File: src/rtl/bloom_filter_sched.sv
// bloom_filter_sched: two-requester round-robin sequencer in front of a single
// Bloom filter. It issues one probe/insert/delete at a time, waits out the
// filter latency, returns a tagged response, sequences full clears and keeps
// a saturating element count.
module bloom_filter_sched #(
   parameter int AddrW       = 57,
   parameter int TagW        = 4,
   parameter int Latency     = 2,
   parameter int ClearCycles = 4,
   parameter int CountW      = 16
) (
   input  logic              CLK,
   input  logic              rstb,
   input  logic              req0_valid,
   output logic              req0_ready,
   input  logic [1:0]        req0_op,
   input  logic [AddrW-1:0]  req0_addr,
   input  logic [TagW-1:0]   req0_tag,
   input  logic              req1_valid,
   output logic              req1_ready,
   input  logic [1:0]        req1_op,
   input  logic [AddrW-1:0]  req1_addr,
   input  logic [TagW-1:0]   req1_tag,
   input  logic              clr_req,
   output logic              clr_done,
   output logic              resp_valid,
   input  logic              resp_ready,
   output logic              resp_src,
   output logic [TagW-1:0]   resp_tag,
   output logic [1:0]        resp_op,
   output logic              resp_hit,
   output logic [AddrW-1:0]  bf_Addr,
   output logic              bf_WE,
   output logic              bf_increment,
   output logic              bf_rst_n,
   input  logic              bf_result,
   output logic [CountW-1:0] elem_count,
   output logic              busy
);

   // One down-counter serves both the filter-latency wait and the clear hold.
   localparam int CntMax = (Latency > ClearCycles) ? Latency : ClearCycles;
   localparam int CntW   = (CntMax > 1) ? $clog2(CntMax) : 1;

   localparam logic [1:0] OP_INSERT = 2'b01;
   localparam logic [1:0] OP_DELETE = 2'b10;

   typedef enum logic [2:0] {S_IDLE, S_ISSUE, S_WAIT, S_RESP, S_CLEAR} state_t;

   state_t              state_q, state_d;
   logic [CntW-1:0]     cnt_q, cnt_d;
   logic [1:0]          op_q, op_d;
   logic [AddrW-1:0]    addr_q, addr_d;
   logic [TagW-1:0]     tag_q, tag_d;
   logic                src_q, src_d;
   logic                last_q, last_d;
   logic                hit_q, hit_d;
   logic [CountW-1:0]   count_q, count_d;
   logic                bf_we_q, bf_we_d;
   logic                bf_inc_q, bf_inc_d;
   logic                bf_rst_n_q, bf_rst_n_d;
   logic                clr_done_q, clr_done_d;
   logic                resp_valid_q, resp_valid_d;
   logic                busy_q, busy_d;

   logic                any_valid;
   logic                grant_sel;
   logic                accept;

   // Insert count saturates at all-ones instead of wrapping.
   function automatic logic [CountW-1:0] sat_inc(input logic [CountW-1:0] v);
      return (&v) ? v : v + 1'b1;
   endfunction

   // Delete count floors at zero instead of wrapping.
   function automatic logic [CountW-1:0] floor_dec(input logic [CountW-1:0] v);
      return (v == '0) ? v : v - 1'b1;
   endfunction

   // Round-robin grant: on a tie the requester not served last time wins.
   // A clear request or a pending reset suppresses every grant.
   assign any_valid  = req0_valid | req1_valid;
   assign grant_sel  = (req0_valid & req1_valid) ? ~last_q : req1_valid;
   assign accept     = (state_q == S_IDLE) & ~clr_req & any_valid & ~rstb;
   assign req0_ready = accept & ~grant_sel;
   assign req1_ready = accept & grant_sel;

   assign clr_done     = clr_done_q;
   assign resp_valid   = resp_valid_q;
   assign resp_src     = src_q;
   assign resp_tag     = tag_q;
   assign resp_op      = op_q;
   assign resp_hit     = hit_q;
   assign bf_Addr      = addr_q;
   assign bf_WE        = bf_we_q;
   assign bf_increment = bf_inc_q;
   assign bf_rst_n     = bf_rst_n_q;
   assign elem_count   = count_q;
   assign busy         = busy_q;

   // Next-state, datapath capture and registered-output decode.
   always_comb begin
      state_d  = state_q;
      cnt_d    = cnt_q;
      op_d     = op_q;
      addr_d   = addr_q;
      tag_d    = tag_q;
      src_d    = src_q;
      last_d   = last_q;
      hit_d    = hit_q;
      count_d  = count_q;

      case (state_q)
         S_IDLE: begin
            if (clr_req) begin
               state_d = S_CLEAR;
               cnt_d   = CntW'(ClearCycles - 1);
               count_d = '0;
            end else if (accept) begin
               state_d = S_ISSUE;
               op_d    = grant_sel ? req1_op   : req0_op;
               addr_d  = grant_sel ? req1_addr : req0_addr;
               tag_d   = grant_sel ? req1_tag  : req0_tag;
               src_d   = grant_sel;
               last_d  = grant_sel;
            end
         end
         S_ISSUE: begin
            state_d = S_WAIT;
            cnt_d   = CntW'(Latency - 1);
            if (op_q == OP_INSERT) begin
               count_d = sat_inc(count_q);
            end else if (op_q == OP_DELETE) begin
               count_d = floor_dec(count_q);
            end
         end
         S_WAIT: begin
            if (cnt_q == '0) begin
               hit_d   = bf_result;
               state_d = S_RESP;
            end else begin
               cnt_d = cnt_q - 1'b1;
            end
         end
         S_RESP: begin
            if (resp_ready) begin
               state_d = S_IDLE;
            end
         end
         S_CLEAR: begin
            if (cnt_q == '0) begin
               state_d = S_IDLE;
            end else begin
               cnt_d = cnt_q - 1'b1;
            end
         end
         default: state_d = S_IDLE;
      endcase

      // Outputs are decoded from the next state so they appear registered.
      bf_we_d      = (state_d == S_ISSUE) && ((op_d == OP_INSERT) || (op_d == OP_DELETE));
      bf_inc_d     = (state_d == S_ISSUE) && (op_d == OP_INSERT);
      bf_rst_n_d   = (state_d != S_CLEAR);
      clr_done_d   = (state_q == S_CLEAR) && (cnt_q == '0);
      resp_valid_d = (state_d == S_RESP);
      busy_d       = (state_d != S_IDLE);
   end

   // Single state/output register; reset drops any in-flight work.
   always_ff @(posedge CLK) begin
      if (rstb) begin
         state_q      <= S_IDLE;
         cnt_q        <= '0;
         op_q         <= '0;
         addr_q       <= '0;
         tag_q        <= '0;
         src_q        <= 1'b0;
         last_q       <= 1'b1;
         hit_q        <= 1'b0;
         count_q      <= '0;
         bf_we_q      <= 1'b0;
         bf_inc_q     <= 1'b0;
         bf_rst_n_q   <= 1'b0;
         clr_done_q   <= 1'b0;
         resp_valid_q <= 1'b0;
         busy_q       <= 1'b0;
      end else begin
         state_q      <= state_d;
         cnt_q        <= cnt_d;
         op_q         <= op_d;
         addr_q       <= addr_d;
         tag_q        <= tag_d;
         src_q        <= src_d;
         last_q       <= last_d;
         hit_q        <= hit_d;
         count_q      <= count_d;
         bf_we_q      <= bf_we_d;
         bf_inc_q     <= bf_inc_d;
         bf_rst_n_q   <= bf_rst_n_d;
         clr_done_q   <= clr_done_d;
         resp_valid_q <= resp_valid_d;
         busy_q       <= busy_d;
      end
   end

endmodule

File: config.mk
export PLATFORM = sky130hd
export DESIGN_NAME = bloom_filter_sched
export DESIGN_NICKNAME = d
export VERILOG_FILES = /design/src/rtl/bloom_filter_sched.sv
export SDC_FILE = /design/constraint.sdc
export NUM_CORES = 1
export LEC_CHECK = 0
export BUFFER_PORTS_ARGS = -buffer_cell sky130_fd_sc_hd__buf_2
export CAP_MARGIN = 5
export CELL_PAD_IN_SITES_DETAIL_PLACEMENT = 1
export CELL_PAD_IN_SITES_GLOBAL_PLACEMENT = 2
export CORE_UTILIZATION = 28
export DETAILED_ROUTE_END_ITERATION = 7
export PLACE_DENSITY_LB_ADDON = 0.2
export RECOVER_POWER = 50
export SLEW_MARGIN = 20
export SYNTH_ARGS = -nofsm -noshare
export SYNTH_HDL_FRONTEND = slang
export SYNTH_SLANG_ARGS = --single-unit
File: constraint.sdc
create_clock -name CLK -period 6.8 [get_ports CLK]
set_input_delay 0.68 -clock CLK [delete_from_list [all_inputs] [get_ports CLK]]
set_output_delay 0.68 -clock CLK [all_outputs]
set_load 0.02 [all_outputs]
==> run summary, run 1 <==
The run finished with clean final reports. The number of synthesized flops with an enable pin is 0. The detail route stage leaves a number of antenna-violating nets equal to 0. The library cell used most frequently in the layout, excluding fill and tap cells, is buf_2. The placed standard-cell area came out at 6040 µm². The count of final setup violators is 0.

The region available for standard cell placement spans 16600 µm². The worst setup path is captured at a primary output. The detailed router's first-iteration violation count came out at 136. The total leakage power came out at 2.62 nW. The max-slew violation count was 0. In the final layout, the share of cells above drive strength 1 is 22.8%. The post-detailed-placement half-perimeter wirelength is 12200 µm. The worst setup path is launched from a flip-flop. The maximum buffer depth of the clock tree is 2.

The total non-filler cell area in the finished layout is 6250 µm². The required time at the worst-slack endpoint is 6120 ps. At the worst endpoint, the arrival time is 2730 ps. The source-to-sink clock delay at the later pin of the worst-skew pair is 340 ps. The CTS sink count is 93. The clock root buffer is clkbuf_16. The layout net count is 884. The clock skew after layout came out at 6.36 ps. The max-capacitance violation count came out at 0. The count of instances resized after the clock tree is built came out at 0. The kind of path behind the tightest hold check is reg2reg. The mean instance size in the synthesized netlist came out at 8.97 µm². The number of nets produced by synthesis is 681. The proportion of netlist area held by the largest area contributor is 39.1%. The routed design has 15500 µm of wire.

The cell area that synthesis handed to floorplanning was 4760 µm². After layout, the worst path uses 50.2% of the clock period. For this run, the top clock speed supported by timing is 293 MHz.

Buffers added to address setup during post-CTS repair amount to 0. The quantity of hold-fixing buffers added after cts came out at 0. The largest net degree at the start of global routing came out at 98.

In the post-synthesis netlist, the biggest area contributors are dfxtp_1 (39%), mux2i_1 (14%), a211oi_1 (10%). In the final timing run, aggregate negative setup slack is 0 ps. In the global route stage, overall resource usage came out at 18.0%. The average wire per cell in the routed design came out at 16.1 µm.

The clock tree synthesis step divided the H-tree into 3 levels. The leftover overflow at the end of global routing came out at 0. The number of antenna violations at the first check in global routing came to 2. In the layout the commonest cells are buf_2 (137), dfxtp_1 (93), nor2_1 (85), clkbuf_1 (84), mux2i_1 (65). The dominant register cell in the synthesized netlist is dfxtp_1. The worst vdd rail ir drop came out at 124 µV. The routability-driven placement congestion ratio is 0.817.

The chip height is 132 µm. The number of placed I/O pins came out at 222. The total vias in the final route came out at 4695.

The register clock-pin slew on the reported worst setup and hold paths is 70 ps. The part of the Yosys area used for sequential elements came out at 39.1%. The share of synthesized flip-flops with an asynchronous set or reset is 0%.

The first global-routing pass estimated 24900 µm of wire. The total power divided by cell area came out at 244 nW/µm². The slew at the pin closest to its max-slew limit is 980 ps.

The netlist uses 55 different library cells. In the routed design, unresolved DRC markers number 0. The register bit total from synthesis came out at 93. Counting the buffers created by CTS gives 9.

The via count of the first global-routing pass is 4795. During placement, the flow inserted port buffers numbering 221. The width of the chip came out at 132 µm. The maximum net fanout on the critical path is 30. The synthesis-to-layout area growth came out at 31.4%. The critical path is of the reg2out type. The total number of yosys warnings came out at 0. The cell taking the most area after synthesis is dfxtp_1. The minimum clock period after layout is 3410 ps. The first-pass iteration count of the detailed router came out at 4. Setup repair after global routing left no endpoint under its margin. Using the TritonRoute via totals, the vias-per-cell ratio works out to 4.89. The TritonCTS clock tree is done.

The initial standard-cell utilization of the core is 28.7%. The worst slew margin relative to its limit came out at 34.5%. The final hold violation count is 0. The die covers 17500 µm². Row generation in the floorplan step produced 47 rows.

The instance count of the mapped netlist came out at 530.
[where the power goes]
| part | internal (mW) | switching [mW] | leakage [nW] | total, mW |
|---|---|---|---|---|
| registers | 0.599 | 0.0312 | 0.763 | 0.630 |
| clock network | 0.313 | 0.215 | 0.155 | 0.528 |
| logic | 0.135 | 0.234 | 1.71 | 0.369 |
| total | 1.05 | 0.480 | 2.62 | 1.53 |
[sequential cells by signal (all words and copies together) (netlist names)]
| register | count |
|---|---|
| bf_WE | 1 |
| resp_op | 2 |
| busy | 1 |
| state_q | 3 |
| bf_increment | 1 |
| bf_rst_n | 1 |
| resp_hit | 1 |
| resp_valid | 1 |
| resp_tag | 4 |
| elem_count | 16 |
| clr_done | 1 |
| last_q | 1 |
| bf_Addr | 57 |
| resp_src | 1 |
| cnt_q | 2 |
[synthesized netlist by cell type, types with 6 or more instances]
master / number
a21o_1: 7
buf_2: 17
a211oi_1: 64
a21oi_1: 22
o21ai_0: 18
nand3b_1: 6
ha_1: 17
nand4_1: 6
nand2_1: 27
mux2i_1: 65
nor4_1: 6
nor2_1: 85
dfxtp_1: 93
clkbuf_1: 14
inv_1: 14
[worst max-delay path, cell delays in order (launching register included)]
cell	delay, ps
dfxtp_1	430
or3_1	410
nor3_4	810
nand2_1	360
nor2_1	170
buf_2	190
[routing by layer]
layer	up-vias	routed length, µm	track usage (%)
li1	2353	-	-
met1	2174	6490	20.7
met2	148	7650	31.7
met3	20	975	4.61
met4	0	357	7.41
met5	-	0	0
[area by class of cell]
cell class | count | area [µm²]
clock buffer | 12 | 267
antenna | 3 | 7.51
inverter | 15 | 56.3
multi-input combinational | 389 | 2710
sequential | 93 | 1860
clock inverter | 3 | 43.8
timing repair buffer | 225 | 1030
fill | 2080 | 10300
tap | 220 | 275
[per-stage QoR]
step | setup WS [ps] | utilization [%] | hold WS [ps] | instances | power (mW)
4_1_cts | 3310 | 38.3 | 475 | 957 | 1.57
3_5_place_dp | 3640 | 36.4 | 462 | 942 | 1.03
3_3_place_gp | 3740 | 36.4 | 448 | 942 | 1.02
5_1_grt | 3090 | 37.6 | 506 | 958 | 1.62
2_1_floorplan | 4010 | - | 437 | 530 | 0.888
6_report | 3390 | 37.7 | 474 | 960 | 1.53
[cell families (layout without fill, tap and decap cells)]
kind of cell | after synthesis | after routing | share of synthesized area (%)
xor gates and xnor gates | 9 | 9 | 1.66
adders and majority gates | 18 | 18 | 4.89
muxes | 65 | 65 | 13.7
other | 0 | 3 | 0
AOI/OAI and AO/OA | 139 | 139 | 20.2
DFF | 93 | 93 | 39.1
and+or+nand+nor | 158 | 158 | 16.1
buffers and inverters | 48 | 255 | 4.31
[final timing paths]
kind	from	to	slack (ps)	cells after the start
hold / removal	cnt_q[0]	cnt_q[0]	470	1
setup / recovery	state_q[0]	req0_ready	3390	5
hold reg to reg	cnt_q[0]	cnt_q[0]	470	1
setup reg to reg	resp_op[1]	elem_count[14]	3630	11
(Power assumes the default switching activity.)
==> run 2: changes to the inputs <==
Settings changed: CORE_UTILIZATION 28 to 26.
Clock period 6.8 ns to 3.42 ns, I/O delays scaled along.
==> run 2 against run 1 <==
Effect of this change:
- clock power increased by 100%
- final area is 0.76% higher
- highest routed layer unchanged
- routed wire length is 0.16% higher
- hold slack worse by 230 ps
- setup slack got worse by 3000 ps
- combinational power is 100% higher
- clock-buffer cell count decreased by 2
- global-route usage fell by 1.5 points
==> run summary, run 2 (same netlist as run 1, synthesis figures left out) <==
The total leakage power came out at 2.63 nW (was 2.62 nW). The aggregate routed wire length is 15500 µm (about the same). The number of levels in the clock H-tree came to 3 (unchanged). The most frequent standard cell in the layout excluding fill and tap cells is buf_2 (unchanged).

The worst reg2reg path startpoint is resp_op[0] (was resp_op[1]). The fill cell instance count of the final layout came out at 2214 (was 2080). The clock skew after layout came out at 6.22 ps (was 6.36 ps).

The kind of path behind the tightest hold check is in2reg (was reg2reg). The max-capacitance violation count came out at 0 (unchanged). The DRC violation count after routing was 0 (unchanged). The overall die area came out at 18800 µm² (was 17500 µm²). The initial standard-cell utilization of the core was 26.5% (was 28.7%). The width of the chip came out at 137 µm (was 132 µm). The type of destination of the critical path is a flip-flop (was primary output). The CTS sink count came to 93 (unchanged). The quantity of hold-fixing buffers added after cts is 0 (unchanged). The chip height is 137 µm (was 132 µm).

The antenna diode instance count came out at 0 (was 3). The number of buffers created by CTS is 9 (unchanged). The number of flip-flops in the largest register came out at 57 (unchanged). The endpoint of the most critical setup path is elem_count[14] (was req0_ready). The port buffer count is 221 (unchanged). The count of final setup violators is 0 (unchanged). The required time at the worst-slack endpoint is 3660 ps (was 6120 ps). The post-route antenna net violation count is 0 (unchanged).

The proportion of layout cells with a drive suffix above 1 was 22.9% (was 22.8%). The post-detailed-placement half-perimeter wirelength was 12100 µm (was 12200 µm). The worst slew margin relative to its limit came out at 47.7% (was 34.5%). The TritonCTS clock tree is done (unchanged).

The via count of the first global-routing pass was 4726 (was 4795). The final clock period utilization by the worst path came out at 87.9%. The placed standard-cell area came out at 6090 µm² (was 6040 µm²). The startpoint kind of the worst setup timing path is a flip-flop (unchanged). The count of instances resized after the clock tree is built is 0 (unchanged). The floorplan core area was 18000 µm² (was 16600 µm²). The total vias in the final route is 4668 (was 4695). Most frequent cells in the layout: buf_2 (135), dfxtp_1 (93), clkbuf_1 (86), nor2_1 (85), mux2i_1 (65) (was buf_2 (137), dfxtp_1 (93), nor2_1 (85), clkbuf_1 (84), mux2i_1 (65)). The total global-route track usage was 16.6% (was 18.0%). The routability-driven placement congestion ratio came out at 0.866 (was 0.817).

Result of the run: complete, no violations (unchanged). The critical path class is reg2reg (was reg2out). The worst vdd rail ir drop came out at 227 µV (was 124 µV). The slew at the pin closest to its max-slew limit came out at 783 ps (was 980 ps). The synthesis-to-layout area growth is 32.4% (was 31.4%). The max-slew violation count came out at 0 (unchanged). The final core utilization is 35.0% (was 37.7%). The total non-filler cell area in the finished layout was 6300 µm² (was 6250 µm²). The register clock-pin slew on the reported worst setup and hold paths is 70 ps (about the same). The layout net count came to 887 (was 884). The clock root buffer was clkbuf_16 (unchanged). The number of placed I/O pins came out at 222 (unchanged).

The final hold violation count is 0 (unchanged). The number of antenna violations at the first check in global routing came out at 0 (was 2). The floorplan row count came out at 49 (was 47).

Timing would allow up to 333 MHz. The number of cells after detailed placement came out at 954 (was 942). The total power divided by cell area is 485 nW/µm² (was 244 nW/µm²). The maximum buffer depth of the clock tree came out at 2 (unchanged). The average wire per cell in the routed design is 16.0 µm (was 16.1 µm). The detail-routed via count per cell came out at 4.81 (was 4.89). The global-route wire length before repair is 24000 µm (was 24900 µm).

The worst reg-to-reg setup slack came out at 410 ps (was 3630 ps). The sum of negative setup slack is 0 ps (unchanged). The number of post-CTS setup repair buffers came out at 0 (unchanged). The detailed router's first-iteration violation count is 206 (was 136). The maximum net fanout on the critical path came out at 7 (was 30). The source-to-sink clock delay at the later pin of the worst-skew pair came to 350 ps (was 340 ps). The end of the worst register-to-register path is elem_count[14] (unchanged). The final non-filler cell total is 970 (was 960).

Unrepaired setup endpoints after global routing: false (unchanged). The leftover overflow at the end of global routing came to 0 (unchanged). The largest net degree at the start of global routing is 71 (was 98). The first-pass iteration count of the detailed router is 5 (was 4). The arrival time of the worst setup path was 3250 ps (was 2730 ps). The minimum clock period after layout came out at 3010 ps.

The depth of the worst register-to-register path came out at 10 (was 11). The startpoint of the most critical setup path is resp_op[0] (was state_q[0]).
## run 2: cell count changes in the layout (fill, tap and decap cells not counted), sizes merged
cell,delta
diode,-3
buf,+1
clkinv,-1
inv,+2
clkinvlp,+2
## run 2: worst min-delay path by stage
stage                    from    endpoint  slack (ps)  depth (start not counted)
floorplan                rstb  state_q[0]         420                          1
global placement     resp_src    resp_src         450                          2
detailed placement   cnt_q[0]    cnt_q[0]         460                          1
CTS                 bf_result    resp_hit         220                          3
global route        bf_result    resp_hit         260                          3
finish              bf_result    resp_hit         240                          3
## run 2: cell type report
cell class | instances | area, µm² | share of cell area, %
clock inverter | 6 | 70.1 | 1.11
timing repair buffer | 228 | 1080 | 17.1
sequential | 93 | 1860 | 29.6
clock buffer | 10 | 239 | 3.80
inverter | 15 | 56.3 | 0.894
tap | 229 | 287 | 4.55
multi-input combinational | 389 | 2710 | 43.0
## run 2: metrics by stage
| stage | total power, mW | setup slack, ps | hold slack [ps] |
|---|---|---|---|
| after floorplan | 1.76 | 634 | 418 |
| after global placement | 2.04 | 541 | 452 |
| after detailed placement | 2.05 | 435 | 458 |
| after CTS | 3.13 | 429 | 223 |
| after global routing | 3.23 | 135 | 257 |
| final | 3.05 | 414 | 240 |
## run 2: where the power goes
group / switching, mW / total [mW] / leakage [nW] / internal, mW
combinational: 0.466 / 0.740 / 1.72 / 0.273
sequential: 0.0605 / 1.25 / 0.763 / 1.19
clock: 0.469 / 1.06 / 0.147 / 0.594
## run 2: critical path, cell delays in order, from the launching register on
cell and delay [ps]:
dfxtp_1 360, ha_1 310, inv_1 200, ha_1 380
nor2b_1 130, o21ai_0 110, a21boi_0 360, o21ai_0 300
o21ai_0 360, a22oi_1 110, a32o_1 270
## run 2: layer usage
metal / track usage [%] / up-vias / wire length (µm)
met3: 4.27 / 20 / 961
met4: 6.35 / 0 / 296
met1: 19.7 / 2165 / 6610
met2: 28.4 / 143 / 7620
li1: - / 2340 / -
met5: 0 / - / 0
==> run 3: changes to the inputs <==
Settings changed: RECOVER_POWER 50 to 25.
==> run 3 against run 2 <==
Effect of this change:
- core utilization grew 0.31 points
- non-clock buffer count stayed put
- clock power is essentially flat
- total power is 0.35% higher
- clock skew hardly changed
- first-iteration DRC count down 5.3%
- flip-flop and latch count did not move
- sequential power hardly changed
- via count increased by 0.24%
- critical path type unchanged
- critical endpoint unchanged
- highest routed layer unchanged
- setup slack is essentially flat
==> run summary, run 3 (same netlist as run 1, synthesis figures left out) <==
Result of the run: complete, no violations (unchanged). The hold path endpoint is resp_hit (unchanged). The overall die area came out at 18800 µm² (unchanged). The fill cell instance count of the final layout came out at 2200 (was 2214). The slew at the pin closest to its max-slew limit came out at 785 ps (was 783 ps). The CTS sink count came to 93 (unchanged). The number of cells after detailed placement came out at 954 (unchanged). The kind of path behind the tightest hold check was in2reg (unchanged). The detailed router's first-iteration violation count is 195 (was 206). The largest net degree at the start of global routing is 71 (unchanged). The first-pass iteration count of the detailed router came out at 5 (unchanged).

The number of post-CTS setup repair buffers is 0 (unchanged). The clock skew after layout was 6.03 ps (was 6.22 ps). The pre-CTS setup slack is 435 ps (unchanged). The worst hold path cell count was 3 (unchanged).

The worst slew margin relative to its limit is 47.5% (was 47.7%). The via count of the first global-routing pass is 4726 (unchanged). Most frequent cells in the layout: buf_2 (179), dfxtp_1 (93), nor2_1 (85), mux2i_1 (65), a211oi_1 (64) (was buf_2 (135), dfxtp_1 (93), clkbuf_1 (86), nor2_1 (85), mux2i_1 (65)).

The total non-filler cell area in the finished layout came out at 6350 µm² (was 6300 µm²). The number of levels in the clock H-tree was 3 (unchanged). The DRC violation count after routing came to 0 (unchanged). The maximum buffer depth of the clock tree is 2 (unchanged).

The register clock-pin slew on the reported worst setup and hold paths is 70 ps (about the same). The type of destination of the critical path was a flip-flop (unchanged). Unrepaired setup endpoints after global routing: false (unchanged).

The chip height is 137 µm (unchanged). The average wire per cell in the routed design came out at 16.0 µm (about the same). The total global-route track usage came to 16.6% (unchanged). The end of the worst register-to-register path was elem_count[14] (unchanged). The floorplan row count came out at 49 (unchanged). The startpoint of the worst hold path is bf_result (unchanged). The startpoint kind of the worst setup timing path is a flip-flop (unchanged). The worst reg-to-reg setup slack came out at 410 ps (about the same). The port buffer count came out at 221 (unchanged). The floorplan core area was 18000 µm² (unchanged). The max-capacitance violation count came out at 0 (unchanged).

The critical path class is reg2reg (unchanged). The sum of negative setup slack is 0 ps (unchanged). The quantity of hold-fixing buffers added after cts is 0 (unchanged). The clock root buffer is clkbuf_16 (unchanged). The number of flip-flops in the largest register is 57 (unchanged). The worst vdd rail ir drop was 228 µV (was 227 µV). The leftover overflow at the end of global routing was 0 (unchanged).

The antenna diode instance count came out at 0 (unchanged). The arrival time of the worst setup path came out at 3250 ps (about the same). The storage element area came out at 1860 µm² (unchanged).

The number of antenna violations at the first check in global routing came out at 0 (unchanged). The aggregate routed wire length is 15500 µm (about the same). The total power divided by cell area came out at 482 nW/µm² (was 485 nW/µm²). The final non-filler cell total came out at 970 (unchanged). The post-route antenna net violation count was 0 (unchanged). The area occupied by multi-input gates came out at 2710 µm² (unchanged). The count of instances resized after the clock tree is built came out at 0 (unchanged). The synthesis-to-layout area growth is 33.5% (was 32.4%). The post-detailed-placement half-perimeter wirelength is 12100 µm (unchanged). The post-layout worst setup margin is 414 ps (about the same). The depth of the worst register-to-register path came to 9 (was 10). The TritonCTS clock tree is done (unchanged).

The final hold violation count was 0 (unchanged). The worst reg2reg path startpoint is resp_op[0] (unchanged). The number of buffers created by CTS is 9 (unchanged). The minimum clock period after layout came out at 3010 ps (about the same). The routability-driven placement congestion ratio is 0.866 (unchanged). The layout net count came out at 887 (unchanged). The width of the chip came out at 137 µm (unchanged). The placed standard-cell area came out at 6090 µm² (unchanged). The number of placed I/O pins came out at 222 (unchanged). The proportion of layout cells with a drive suffix above 1 came out at 28.9% (was 22.9%). The source-to-sink clock delay at the later pin of the worst-skew pair came out at 350 ps (about the same).

The required time at the worst-slack endpoint is 3660 ps (about the same). The achievable clock frequency was 333 MHz (about the same). The detail-routed via count per cell is 4.82 (was 4.81). The maximum net fanout on the critical path came out at 9 (was 7).

The total vias in the final route is 4679 (was 4668). The max-slew violation count came out at 0 (unchanged). The final clock period utilization by the worst path was 87.9% (about the same). The global-route wire length before repair is 24000 µm (unchanged).

The total leakage power came out at 2.81 nW (was 2.63 nW). The initial standard-cell utilization of the core came to 26.5% (unchanged). The most frequent standard cell in the layout excluding fill and tap cells is buf_2 (unchanged). The count of final setup violators came out at 0 (unchanged).
run 3: cell types whose count changed in the layout (fill, tap and decap cells not counted), sizes merged:
cell	before	now
clkbuf	96	52
buf	142	186
run 3: metrics by stage:
step | hold slack (ps) | power (mW) | utilization (%)
2_1_floorplan | 418 | 1.76 | -
3_3_place_gp | 452 | 2.04 | 33.9
3_5_place_dp | 458 | 2.05 | 33.9
4_1_cts | 223 | 3.13 | 35.6
5_1_grt | 257 | 3.24 | 35.4
6_report | 239 | 3.06 | 35.4
run 3: metal layers:
layer | track usage, % | up-vias | wire (µm) | part of all wire (%)
met3 | 4.27 | 20 | 937 | 6.0
met4 | 6.35 | 0 | 296 | 1.9
met2 | 28.4 | 146 | 7630 | 49
met5 | 0 | - | 0 | 0
li1 | - | 2343 | - | -
met1 | 19.7 | 2170 | 6630 | 43
run 3: worst max-delay path by stage:
stage	start	to	slack [ps]	cells past startpoint
floorplan	resp_op[1]	elem_count[14]	630	11
CTS	resp_op[0]	elem_count[14]	430	10
detailed placement	resp_op[0]	elem_count[14]	440	9
finish	resp_op[0]	elem_count[14]	410	9
global placement	resp_op[1]	elem_count[14]	540	10
global route	resp_op[0]	elem_count[14]	140	10
run 3: area by class of cell:
cell class / count / area share, %
Clock buffer: 10 / 3.76
Inverter: 15 / 0.887
Sequential cell: 93 / 29.3
Multi-Input combinational cell: 389 / 42.6
Clock inverter: 6 / 1.10
Timing Repair Buffer: 228 / 17.8
Tap cell: 229 / 4.51
run 3: report_power, final:
| part | leakage (nW) | total, mW | internal [mW] | switching (mW) |
|---|---|---|---|---|
| combinational | 1.90 | 0.750 | 0.284 | 0.466 |
| sequential | 0.763 | 1.25 | 1.19 | 0.0596 |
| clock | 0.147 | 1.06 | 0.594 | 0.469 |
| total | 2.81 | 3.06 | 2.07 | 0.995 |
run 3: critical path, cell delays in order (launching register included):
cell      delay, ps
dfxtp_1         360
ha_1            310
inv_1           200
buf_4           220
ha_1            390
a2111o_1        390
o21ai_0         430
and2_1          230
a22oi_1          90
a32o_1          270
